### src/rtl/ahb_lite_master.sv
// AHB-Lite single-transfer master: valid/ready commands in, pipelined NONSEQ transfers out, one response per command.
// Define AHB_MASTER_ERR_EN to honour HRESP (two-cycle error response cancels the queued address phase).
module ahb_lite_master #(
  parameter int AW = 32
) (
  input  logic          HCLK,
  input  logic          HRESET,
  input  logic          cmd_valid,
  output logic          cmd_ready,
  input  logic          cmd_write,
  input  logic [1:0]    cmd_size,
  input  logic [AW-1:0] cmd_addr,
  input  logic [31:0]   cmd_wdata,
  output logic          rsp_valid,
  output logic [31:0]   rsp_rdata,
  output logic          rsp_err,
  output logic [1:0]    HTRANS,
  output logic [31:0]   HADDR,
  output logic          HWRITE,
  output logic [2:0]    HSIZE,
  output logic [31:0]   HWDATA,
  input  logic          HREADY,
  input  logic [31:0]   HRDATA,
  input  logic          HRESP
);

  localparam logic [1:0] TRANS_IDLE   = 2'b00;
  localparam logic [1:0] TRANS_NONSEQ = 2'b10;

  logic        addr_pending;
  logic [31:0] addr_wdata;
  logic        data_pending;
  logic        data_write;
  logic [1:0]  data_size;
  logic [1:0]  data_lo;
  logic        accept;
  logic        err_first;
  logic [1:0]  cmd_sz;
  logic [31:0] cmd_addr_ext;

  function automatic logic [31:0] align_addr(input logic [1:0] sz, input logic [31:0] a);
    case (sz)
      2'd0:    return a;
      2'd1:    return {a[31:1], 1'b0};
      default: return {a[31:2], 2'b00};
    endcase
  endfunction

  function automatic logic [31:0] replicate(input logic [1:0] sz, input logic [31:0] d);
    case (sz)
      2'd0:    return {4{d[7:0]}};
      2'd1:    return {2{d[15:0]}};
      default: return d;
    endcase
  endfunction

  function automatic logic [31:0] extract(input logic [1:0] sz, input logic [1:0] lo,
                                          input logic [31:0] d);
    logic [31:0] s;
    s = d >> {lo, 3'b000};
    case (sz)
      2'd0:    return {24'h0, s[7:0]};
      2'd1:    return {16'h0, s[15:0]};
      default: return s;
    endcase
  endfunction

  // Size 3 is treated as a word everywhere, including HSIZE.
  assign cmd_sz       = (cmd_size == 2'd3) ? 2'd2 : cmd_size;
  assign cmd_addr_ext = 32'(cmd_addr);

`ifdef AHB_MASTER_ERR_EN
  logic cancel_pend;
  logic cancel_rsp;
  assign err_first = data_pending && HRESP && !HREADY;
`else
  logic unused_hresp;
  assign unused_hresp = HRESP;
  assign err_first    = 1'b0;
`endif

  assign cmd_ready = (!addr_pending || HREADY) && !err_first;
  assign accept    = cmd_valid && cmd_ready;

  always_ff @(posedge HCLK) begin
    if (HRESET) begin
      addr_pending <= 1'b0;
      addr_wdata   <= 32'h0;
      data_pending <= 1'b0;
      data_write   <= 1'b0;
      data_size    <= 2'd0;
      data_lo      <= 2'd0;
      HTRANS       <= TRANS_IDLE;
      HADDR        <= 32'h0;
      HWRITE       <= 1'b0;
      HSIZE        <= 3'd0;
      HWDATA       <= 32'h0;
      rsp_valid    <= 1'b0;
      rsp_rdata    <= 32'h0;
      rsp_err      <= 1'b0;
`ifdef AHB_MASTER_ERR_EN
      cancel_pend  <= 1'b0;
      cancel_rsp   <= 1'b0;
`endif
    end else begin
      rsp_valid <= 1'b0;

      // Data slot: completes and refills only on HREADY.
      if (HREADY) begin
        if (data_pending) begin
          rsp_valid <= 1'b1;
          rsp_rdata <= data_write ? 32'h0 : extract(data_size, data_lo, HRDATA);
`ifdef AHB_MASTER_ERR_EN
          rsp_err   <= HRESP;
`else
          rsp_err   <= 1'b0;
`endif
        end
        data_pending <= addr_pending;
        if (addr_pending) begin
          data_write <= HWRITE;
          data_size  <= HSIZE[1:0];
          data_lo    <= HADDR[1:0];
          HWDATA     <= replicate(HSIZE[1:0], addr_wdata);
        end
      end

`ifdef AHB_MASTER_ERR_EN
      // The cancelled command answers one cycle after the errored transfer.
      if (err_first && addr_pending) cancel_pend <= 1'b1;
      if (HREADY && data_pending && cancel_pend) begin
        cancel_pend <= 1'b0;
        cancel_rsp  <= 1'b1;
      end
      if (cancel_rsp) begin
        cancel_rsp <= 1'b0;
        rsp_valid  <= 1'b1;
        rsp_err    <= 1'b1;
        rsp_rdata  <= 32'h0;
      end
`endif

      // Address slot.
      if (accept) begin
        addr_pending <= 1'b1;
        addr_wdata   <= cmd_wdata;
        HTRANS       <= TRANS_NONSEQ;
        HADDR        <= align_addr(cmd_sz, cmd_addr_ext);
        HWRITE       <= cmd_write;
        HSIZE        <= {1'b0, cmd_sz};
      end else if (HREADY || err_first) begin
        addr_pending <= 1'b0;
        HTRANS       <= TRANS_IDLE;
      end
    end
  end

endmodule

### config.mk
export PLATFORM = sky130hd
export DESIGN_NAME = ahb_lite_master
export DESIGN_NICKNAME = d
export VERILOG_FILES = /design/src/rtl/ahb_lite_master.sv
export SDC_FILE = /design/constraint.sdc
export NUM_CORES = 1
export LEC_CHECK = 0
export BUFFER_PORTS_ARGS = -buffer_cell sky130_fd_sc_hd__buf_2
export CAP_MARGIN = 20
export CELL_PAD_IN_SITES_DETAIL_PLACEMENT = 2
export CELL_PAD_IN_SITES_GLOBAL_PLACEMENT = 2
export CORE_ASPECT_RATIO = 0.5
export CORE_UTILIZATION = 30
export DETAILED_ROUTE_END_ITERATION = 10
export PLACE_DENSITY = 0.83
export SLEW_MARGIN = 40
export SYNTH_ARGS = -nofsm -noshare
export SYNTH_HDL_FRONTEND = slang
export SYNTH_SLANG_ARGS = --single-unit
### constraint.sdc
create_clock -name HCLK -period 2.4 [get_ports HCLK]
set_input_delay 0.12 -clock HCLK [delete_from_list [all_inputs] [get_ports HCLK]]
set_output_delay 0.12 -clock HCLK [all_outputs]
set_load 0.02 [all_outputs]
==> impl_metrics.tcl <==
set metrics [dict create \
    multi_input_area_um2 2680 \
    final_util 0.437 \
    drc 0 \
    leakagePower_nw 3.33 \
    cp.arrival_ps 2240 \
    clk_latency_ps 430 \
    synth_mux_area_frac 0.0721 \
    fin_setup_tns_ps 0 \
    setup_violations 0 \
    track_usage 0.283 \
    clkSlewWorstSetupHoldPaths_ps 70 \
    die_height_um 100 \
    ir_drop_mv 0.529 \
    drt-vias-per-instance 5.41 \
    path_cells "nor2b_4 > inv_2 > nand4_1 > dlygate4sd3_1 > a21oi_1" \
    cts_tree "built" \
    grt_setup_unrepaired "no" \
    whs_path_depth 3 \
    slowest_stage "dlygate4sd3_1" \
    syn_to_final_growth_pct 40.8 \
    required_ps 2760 \
    grt_start_max_net_pins 68 \
    drive_gt1_frac 0.297 \
    r2r_start "HTRANS[1]$_SDFFE_PP0P_" \
    nFillCells 2029 \
    outcome "completed" \
    dp.cells 1075 \
    p_total_mw 5.89 \
    cts-root-buf "clkbuf_16" \
    worst_slack_ps 521 \
    grt_pass1_vias 7078 \
    drt_iter0_drc 352 \
    register_area_um2 2780 \
    pre_cts_slack_ps 719 \
    min_path_type "primary input to flip-flop" \
    ys_seq_area_frac 0.479 \
    antenna_found_initial 1 \
    wl_um 28000 \
    io_pins 209 \
    crit_fanout 22 \
    drtAntennaViolNets 0 \
    wire_per_inst_um 23.8 \
    startpoint_type "flip-flop" \
    r2r_end "HADDR[0]$_SDFFE_PP0P_" \
    synth_cell_types 36 \
    std_cell_rows 35 \
    p_per_area_nw_per_um2 721 \
    overflow 0 \
    ys_top_cells_by_area "dfxtp_1, a21oi_1, o21ai_0" \
    synth_top_family_by_area "compound AO/OA/AOI/OAI gates" \
    synth_area_um2 5810 \
    tightestPinTransition_ps 804 \
    reg2reg_setup_slack_ps 520 \
    yosys.area_share.adder 0 \
    grt_pass1_wl_um 42400 \
    ys_async_sr_fraction 0 \
    period_share 0.783 \
    max_cap_violations 0 \
    vias 6358 \
    core_area_um2 18700 \
    crit_type "flip-flop to flip-flop" \
    yosysMostFrequentCell "dfxtp_1" \
    io_buffers 204 \
    cts_setup_buffers 0 \
    maxSlewViolCount 0 \
    min_period_ps 1880 \
    max_stage_delay_ps 620 \
    synth_enable_flop_cells 0 \
    ys_ff_latch 139 \
    worstHoldStart "HRDATA[25]" \
    whs_endpoint "rsp_rdata[25]$_SDFFE_PP0P_" \
    fmax_ghz 0.532 \
    r2r_cells 5 \
    num-nets-final 1007 \
    synth_compound_area_frac 0.236 \
    hpwlAfterDp_um 15600 \
    synth_common_cells "dfxtp_1, a21oi_1, o21ai_0" \
    timing.final.hold_violations 0 \
    fp.dieW_um 199 \
    synth_xor_area_frac 0 \
    synth.top_cell.area_share 0.479 \
    slew_headroom 0.464 \
    finClkSkew_ps 13.7 \
    gp_routability_congestion 0.771 \
    synth-simple-area-share 0.149 \
    endpoint_kind "flip-flop" \
    syn_inst 672 \
    avgSynthCellArea_um2 8.65 \
    cts_inserted_buffers 17 \
    final_cells 1176 \
    synth_top_area_cell "dfxtp_1" \
    ys_warn_count 0 \
    synth_ff_type "dfxtp_1" \
    first_pass_iters 5 \
    cts.sinks 139 \
    initial_core_util 0.311 \
    htree_levels 4 \
    die-area_um2 20000 \
    cts_max_path_buffers 2 \
]
## final cells by class
| class | count | area share |
|---|---|---|
| diodes | 1 | 0.000306 |
| inverters | 2 | 0.000918 |
| multi-input cells | 457 | 0.327 |
| repair buffers | 286 | 0.221 |
| well taps | 259 | 0.0396 |
| flip-flops and latches | 139 | 0.340 |
| clock buffers | 18 | 0.0525 |
| clock inverters | 14 | 0.0180 |
## metrics by stage
stage / area (µm²) / hold WS (ps)
floorplan: 5820 / 268
global placement: 6920 / 373
detailed placement: 6920 / 384
CTS: 8180 / 1.94
global route: 8180 / 19.1
finish: 8180 / 18.8
## how the worst max path moves through the flow
stage | to | slack [ps] | from | cells past startpoint
floorplan | HWDATA[24]$_SDFFE_PP0P_ | 1060 | HSIZE[0]$_SDFFE_PP0P_ | 4
global placement | HWDATA[29]$_SDFFE_PP0P_ | 800 | HSIZE[0]$_SDFFE_PP0P_ | 3
CTS | HADDR[0]$_SDFFE_PP0P_ | 610 | HTRANS[1]$_SDFFE_PP0P_ | 5
detailed placement | HWDATA[28]$_SDFFE_PP0P_ | 720 | HSIZE[0]$_SDFFE_PP0P_ | 3
finish | HADDR[0]$_SDFFE_PP0P_ | 520 | HTRANS[1]$_SDFFE_PP0P_ | 5
global route | HADDR[0]$_SDFFE_PP0P_ | 460 | HTRANS[1]$_SDFFE_PP0P_ | 5
## power breakdown
part / total [mW] / switching (mW) / internal [mW]
clock: 2.67 / 1.14 / 1.54
sequential: 2.48 / 0.0777 / 2.40
combinational: 0.746 / 0.458 / 0.288
total: 5.89 / 1.67 / 4.22
## timing repair
| item | in CTS | in global routing |
|---|---|---|
| hold buffers | 68 | 0 |
| endpoints found under the setup margin | 0 | 0 |
| endpoints found under the hold margin | 67 | 0 |
| gates resized for setup | 0 | 0 |
## critical path: cells and delay by family, from the launching register on
family / cells / cell delay, ps
buffers and inverters: 2 / 970
flip-flops: 1 / 350
AND/OR/NAND/NOR: 2 / 330
AO/OA/AOI/OAI: 1 / 160
## layout by cell type (no fill, tap or decap), drive strengths merged
cell type | synthesis | routed
a211oi | 8 | 8
a21oi | 106 | 106
a222oi | 1 | 1
a22o | 8 | 8
a22oi | 7 | 7
a311oi | 9 | 9
a32oi | 8 | 8
and2 | 1 | 1
and3b | 1 | 1
and4b | 1 | 1
and4bb | 1 | 1
buf | 35 | 218
bufinv | 0 | 2
clkbuf | 41 | 18
clkinv | 0 | 8
clkinvlp | 0 | 2
conb | 1 | 3
dfxtp | 139 | 139
diode | 0 | 1
dlygate4sd3 | 0 | 68
inv | 2 | 4
mux2 | 23 | 23
mux2i | 16 | 16
nand2 | 58 | 58
nand2b | 8 | 8
nand3 | 64 | 64
nand4 | 1 | 1
nand4b | 10 | 10
nor2 | 30 | 30
nor2b | 2 | 2
nor4 | 1 | 1
o211ai | 7 | 7
o21ai | 75 | 75
o2bb2ai | 8 | 8
## routing by layer
layer  vias up  part of all wire  GRT usage
met2       210              0.50      0.495
met1      3207              0.41      0.322
met3        71             0.063     0.0813
li1       2870                 -          -
met5         -                 0          0
met4         0             0.031      0.128
## flip-flops by register name (all words and copies together) (netlist names)
signal,cells
HADDR,32
HSIZE,2
HTRANS,1
HWDATA,32
HWRITE,1
addr_wdata,32
data_lo,2
data_pending,1
data_size,2
data_write,1
rsp_rdata,32
rsp_valid,1
## cell families after synthesis
kind of cell	Yosys count
AO/OA/AOI/OAI	237
AND/OR/NAND/NOR	178
flip-flops	139
buffers and inverters	78
multiplexers	39
other	1
No activity file was read; power rests on OpenSTA's default activity.
